File: config.mk
export PLATFORM = sky130hd
export DESIGN_NAME = vga_timing
export DESIGN_NICKNAME = d
export VERILOG_FILES = /design/src/rtl/vga_timing.sv
export SDC_FILE = /design/constraint.sdc
export NUM_CORES = 1
export LEC_CHECK = 0
export BUFFER_PORTS_ARGS = -buffer_cell sky130_fd_sc_hd__buf_2
export CAP_MARGIN = 10
export CORE_UTILIZATION = 50
export CTS_BUF_LIST = sky130_fd_sc_hd__clkbuf_2 sky130_fd_sc_hd__clkbuf_4 sky130_fd_sc_hd__clkbuf_8
export DETAILED_ROUTE_END_ITERATION = 10
export GPL_TIMING_DRIVEN = 0
export PLACE_DENSITY = 0.72
export SYNTH_ARGS = -nofsm -noshare
export SYNTH_HDL_FRONTEND = slang
export SYNTH_SLANG_ARGS = --single-unit
File: constraint.sdc
create_clock -name vga_CLK -period 2.86 [get_ports vga_CLK]
set_clock_uncertainty 0.2 [all_clocks]
set_input_delay 0.286 -clock vga_CLK [delete_from_list [all_inputs] [get_ports vga_CLK]]
set_output_delay 0.286 -clock vga_CLK [all_outputs]
set_load 0.01 [all_outputs]
File: src/rtl/vga_timing.sv
// vga_timing: raster timing generator.
// Walks (h, v) across a full frame, one position per enabled clock, and drives registered
// position, display-enable, sync and start-of-frame outputs for the current position.
// Optional build macro VGA_TIMING_FRAME_CNT_EN adds an 8-bit frame counter output vga_FRAME.

`timescale 1ns/1ps

module vga_timing #(
  parameter int unsigned H_ACTIVE = 640,
  parameter int unsigned H_FP     = 16,
  parameter int unsigned H_SYNC   = 96,
  parameter int unsigned H_BP     = 48,
  parameter int unsigned V_ACTIVE = 480,
  parameter int unsigned V_FP     = 10,
  parameter int unsigned V_SYNC   = 2,
  parameter int unsigned V_BP     = 33,
  parameter bit          HS_POL   = 1'b0,
  parameter bit          VS_POL   = 1'b0,
  parameter int unsigned CW       = 11
) (
  input  logic          vga_CLK,
  input  logic          vga_RST,
  input  logic          vga_EN,
  output logic [CW-1:0] vga_X,
  output logic [CW-1:0] vga_Y,
  output logic          vga_DE,
  output logic          vga_HS,
  output logic          vga_VS,
  output logic          vga_SOF
`ifdef VGA_TIMING_FRAME_CNT_EN
  ,
  output logic [7:0]    vga_FRAME
`endif
);

  localparam int unsigned H_TOTAL = H_ACTIVE + H_FP + H_SYNC + H_BP;
  localparam int unsigned V_TOTAL = V_ACTIVE + V_FP + V_SYNC + V_BP;

  // Boundaries pre-cast to counter width so every compare is CW bits on both sides.
  localparam logic [CW-1:0] HLast     = CW'(H_TOTAL - 1);
  localparam logic [CW-1:0] VLast     = CW'(V_TOTAL - 1);
  localparam logic [CW-1:0] HActEnd   = CW'(H_ACTIVE);
  localparam logic [CW-1:0] VActEnd   = CW'(V_ACTIVE);
  localparam logic [CW-1:0] HSyncBeg  = CW'(H_ACTIVE + H_FP);
  localparam logic [CW-1:0] HSyncEnd  = CW'(H_ACTIVE + H_FP + H_SYNC);
  localparam logic [CW-1:0] VSyncBeg  = CW'(V_ACTIVE + V_FP);
  localparam logic [CW-1:0] VSyncEnd  = CW'(V_ACTIVE + V_FP + V_SYNC);

  // Position counters start on the last position so the first enabled edge lands on (0,0).
  logic [CW-1:0] h_q, h_d;
  logic [CW-1:0] v_q, v_d;

  logic [CW-1:0] x_q, x_d;
  logic [CW-1:0] y_q, y_d;
  logic          de_q, de_d;
  logic          hs_q, hs_d;
  logic          vs_q, vs_d;
  logic          sof_q, sof_d;

  logic          h_wrap;
  logic          v_wrap;
  logic          in_hact;
  logic          in_vact;
  logic          in_hsync;
  logic          in_vsync;
  logic          at_origin;

  // Next position: advance h, carry into v at end of line, wrap v at end of frame.
  always_comb begin
    h_d    = h_q;
    v_d    = v_q;
    h_wrap = (h_q == HLast);
    v_wrap = (v_q == VLast);
    if (vga_EN) begin
      if (h_wrap) begin
        h_d = '0;
        if (v_wrap) begin
          v_d = '0;
        end else begin
          v_d = v_q + CW'(1);
        end
      end else begin
        h_d = h_q + CW'(1);
      end
    end
  end

  // Decode the upcoming position so the registered outputs describe it on the same edge.
  always_comb begin
    in_hact   = (h_d < HActEnd);
    in_vact   = (v_d < VActEnd);
    in_hsync  = (h_d >= HSyncBeg) && (h_d < HSyncEnd);
    // v only moves when h wraps to 0, so VS can only change at x = 0.
    in_vsync  = (v_d >= VSyncBeg) && (v_d < VSyncEnd);
    at_origin = (h_d == '0) && (v_d == '0);

    x_d   = x_q;
    y_d   = y_q;
    de_d  = de_q;
    hs_d  = hs_q;
    vs_d  = vs_q;
    sof_d = 1'b0;
    if (vga_EN) begin
      x_d   = h_d;
      y_d   = v_d;
      de_d  = in_hact && in_vact;
      hs_d  = in_hsync ? HS_POL : ~HS_POL;
      vs_d  = in_vsync ? VS_POL : ~VS_POL;
      sof_d = at_origin;
    end
  end

  // Position counter state.
  always_ff @(posedge vga_CLK or posedge vga_RST) begin
    if (vga_RST) begin
      h_q <= HLast;
      v_q <= VLast;
    end else begin
      h_q <= h_d;
      v_q <= v_d;
    end
  end

  // Registered outputs; all inactive during reset.
  always_ff @(posedge vga_CLK or posedge vga_RST) begin
    if (vga_RST) begin
      x_q   <= '0;
      y_q   <= '0;
      de_q  <= 1'b0;
      hs_q  <= ~HS_POL;
      vs_q  <= ~VS_POL;
      sof_q <= 1'b0;
    end else begin
      x_q   <= x_d;
      y_q   <= y_d;
      de_q  <= de_d;
      hs_q  <= hs_d;
      vs_q  <= vs_d;
      sof_q <= sof_d;
    end
  end

  assign vga_X   = x_q;
  assign vga_Y   = y_q;
  assign vga_DE  = de_q;
  assign vga_HS  = hs_q;
  assign vga_VS  = vs_q;
  assign vga_SOF = sof_q;

`ifdef VGA_TIMING_FRAME_CNT_EN
  logic [7:0] frame_q, frame_d;

  // Frame count bumps on the edge that raises SOF, so frame 1 reads 1.
  always_comb begin
    frame_d = frame_q;
    if (sof_d) begin
      frame_d = frame_q + 8'd1;
    end
  end

  // Frame counter state.
  always_ff @(posedge vga_CLK or posedge vga_RST) begin
    if (vga_RST) begin
      frame_q <= 8'd0;
    end else begin
      frame_q <= frame_d;
    end
  end

  assign vga_FRAME = frame_q;
`endif

endmodule

==> impl_metrics.tcl <==
set metrics [dict create \
    ys_types 52 \
    min_period_ps 3043 \
    r2r_slack_ps -180 \
    fin_nets 349 \
    grt_pass1_vias 2168 \
    avgSynthCellArea_um2 9.239 \
    grt_overflow 0 \
    synthFlopType "dfrtp_1" \
    dp_hpwl_um 4416 \
    syn_to_final_growth_pct 28.04 \
    peakVddDrop_mv 0.4572 \
    cts_root_buf "clkbuf_8" \
    rsz0062_at_grt "yes" \
    ys_warn_count 0 \
    ios 29 \
    power_density_nw_per_um2 543.2 \
    synth_top_area_share_pct 34.33 \
    io_buffers 28 \
    ys_seq_area_share_pct 46.35 \
    mostFrequentLayoutCells "dfrtp_1, nor2_1, buf_2, buf_4, nand2_1" \
    wirelength_um 7044 \
    syn_area_um2 2624 \
    setup-violations-final 2 \
    wl_per_cell_um 17.01 \
    fin_crit_sh_pct 106.4 \
    insertion_delay_ps 310 \
    cts_buffers 5 \
    final.setup.worst_slack_ps -183.2 \
    initial_core_util_pct 51.70 \
    start_kind "register" \
    crit_start "h_q[8]" \
    clkTransAtPathRegs_ps 90 \
    ant_nets 0 \
    drt_iter0_markers 196 \
    antenna_found_initial 0 \
    cts.sinks 48 \
    dr.pass1.iters 4 \
    synth-async-reset-ratio_pct 100.0 \
    leakage_nw 1.492 \
    synthTopCellsByArea "dfrtp_1, dfstp_2, nor2_1" \
    relSlewSlack_pct 59.61 \
    drc 0 \
    tritoncts "built" \
    synth_edf_count 0 \
    cp-endpoint "vga_SOF" \
    finalHoldViolations 0 \
    total_power_mw 1.825 \
    hold_path.class "in -> reg" \
    gr-usage-all-layers_pct 26.57 \
    grt_max_degree 27 \
    grt_first_pass_wirelength_um 10780 \
    cap_violations 0 \
    die_w_um 74.44 \
    crit_type "reg -> reg" \
    end_kind "register" \
    vias 2423 \
    r2r_cells 7 \
    crit_arrival_ps 3060 \
    synth_seq_cells 48 \
    clockBufferDepth 2 \
    worst-path-max-fanout 5 \
    fmax_ghz 0.3286 \
    die_area_um2 5541 \
    multiInputGateArea_um2 1426 \
    timing.rr.end "vga_SOF" \
    worstPathRequired_ps 2880 \
    dp_slack_ps -707.9 \
    design_area_um2 3359 \
    final_layout_size_suffix_gt1_share_pct 33.14 \
    final_common_cell "dfrtp_1" \
    slew_viol_final 0 \
    placed_area_um2 2878 \
    place_congestion 0.8957 \
    reg2reg_from "h_q[8]" \
    rows 26 \
    insertedDiodeCount 0 \
    die_h_um 74.44 \
    fp.coreArea_um2 5075 \
    status "finished, violations left" \
    viasPerCell 5.853 \
    syn_inst 284 \
    h-tree-depth 2 \
    tightest_slew_ps 605.8 \
    n_fill_cell 424 \
    syn-num-nets 290 \
    yosys.area.top_type "dfrtp_1" \
    violations "negative setup slack" \
    area.sequential_um2 1217 \
]
[state kept, by name (all words and copies together) (netlist names)]
register,count
h_q,11
v_q,11
vga_DE,1
vga_HS,1
vga_SOF,1
vga_VS,1
vga_X,11
vga_Y,11
[routing by layer]
layer	wire length (µm)	vias to the layer above	track usage, %
met5	0	-	0
met4	128	0	9.224
met3	423	10	4.743
met2	3491	99	42.84
met1	3000	1187	36.15
li1	-	1127	-
[worst min path at each step]
| stage | startpoint | end | slack, ps | cells after the start |
|---|---|---|---|---|
| floorplan | vga_EN | h_q[4] | 270 | 2 |
| global placement | vga_Y[2] | vga_Y[2] | 260 | 1 |
| detailed placement | vga_RST | vga_Y[3] | 150 | 2 |
| CTS | vga_EN | h_q[4] | 150 | 3 |
| global route | vga_EN | h_q[4] | 180 | 3 |
| finish | vga_EN | h_q[4] | 160 | 3 |
[power breakdown]
part	total [mW]	internal (mW)	switching, mW
Clock	0.494	0.259	0.235
Sequential	0.864	0.781	0.0831
Combinational	0.468	0.205	0.262
[cell families (layout without fill, tap and decap cells)]
group	count (synthesis)	count (layout)	synth area share (%)
and+or+nand+nor	114	115	24.27
AOI/OAI and AO/OA	62	62	14.59
DFF	48	48	46.35
buffers and inverters	36	95	6.056
xor gates and xnor gates	19	19	6.342
adders and majority gates	3	3	1.431
muxes	2	2	0.9536
[cell usage after synthesis, types with 3 or more instances]
| cell type | n |
|---|---|
| nand2_1 | 20 |
| o21ai_0 | 16 |
| nand4_1 | 5 |
| nor4_1 | 4 |
| dfrtp_1 | 36 |
| o21a_1 | 3 |
| clkbuf_1 | 9 |
| xor2_1 | 5 |
| buf_1 | 3 |
| xnor2_1 | 14 |
| nand2b_1 | 3 |
| or3_1 | 6 |
| buf_6 | 3 |
| nand3_1 | 12 |
| ha_1 | 3 |
| nor2_1 | 33 |
| dfstp_2 | 12 |
| and4_1 | 3 |
| o2bb2ai_1 | 3 |
| a31oi_1 | 5 |
| inv_1 | 20 |
| nor3_1 | 7 |
| a221oi_1 | 3 |
| a21oi_1 | 19 |
[per-stage QoR]
step	std cells	TNS (ps)	util [%]	hold WS (ps)
2_1_floorplan	284	-106.7	-	268.4
3_3_place_gp	382	-1837	56.31	257.4
3_5_place_dp	383	-2662	56.71	147.7
4_1_cts	396	-513.0	61.49	153.5
5_1_grt	414	-347.2	66.20	182.4
6_report	414	-188.1	66.20	156.7
[worst max-delay path: stages, from the launching register on]
cell and delay (ps):
dfstp_2 540, or4b_4 510, nor4_4 410, buf_4 210, buf_12 110, a31oi_2 100
or4_4 570, nor4_4 300
[final cells by class]
type | count | share of cell area (%)
multi-input cells | 201 | 42.46
flip-flops and latches | 48 | 36.24
repair buffers | 58 | 12.07
well taps | 70 | 2.607
inverters | 20 | 2.235
clock buffers | 5 | 2.048
clock inverters | 3 | 1.266
plain buffers | 9 | 1.080
[what timing repair did]
item	4_1_cts	5_1_grt
cloned	1	0
hold buffers	1	0
setup endpoints to repair	11	5
resized for setup	17	21
buffers inserted	7	21
hold endpoints to repair	18	0
pin swaps	8	14
No activity file was read; power rests on OpenSTA's default activity.
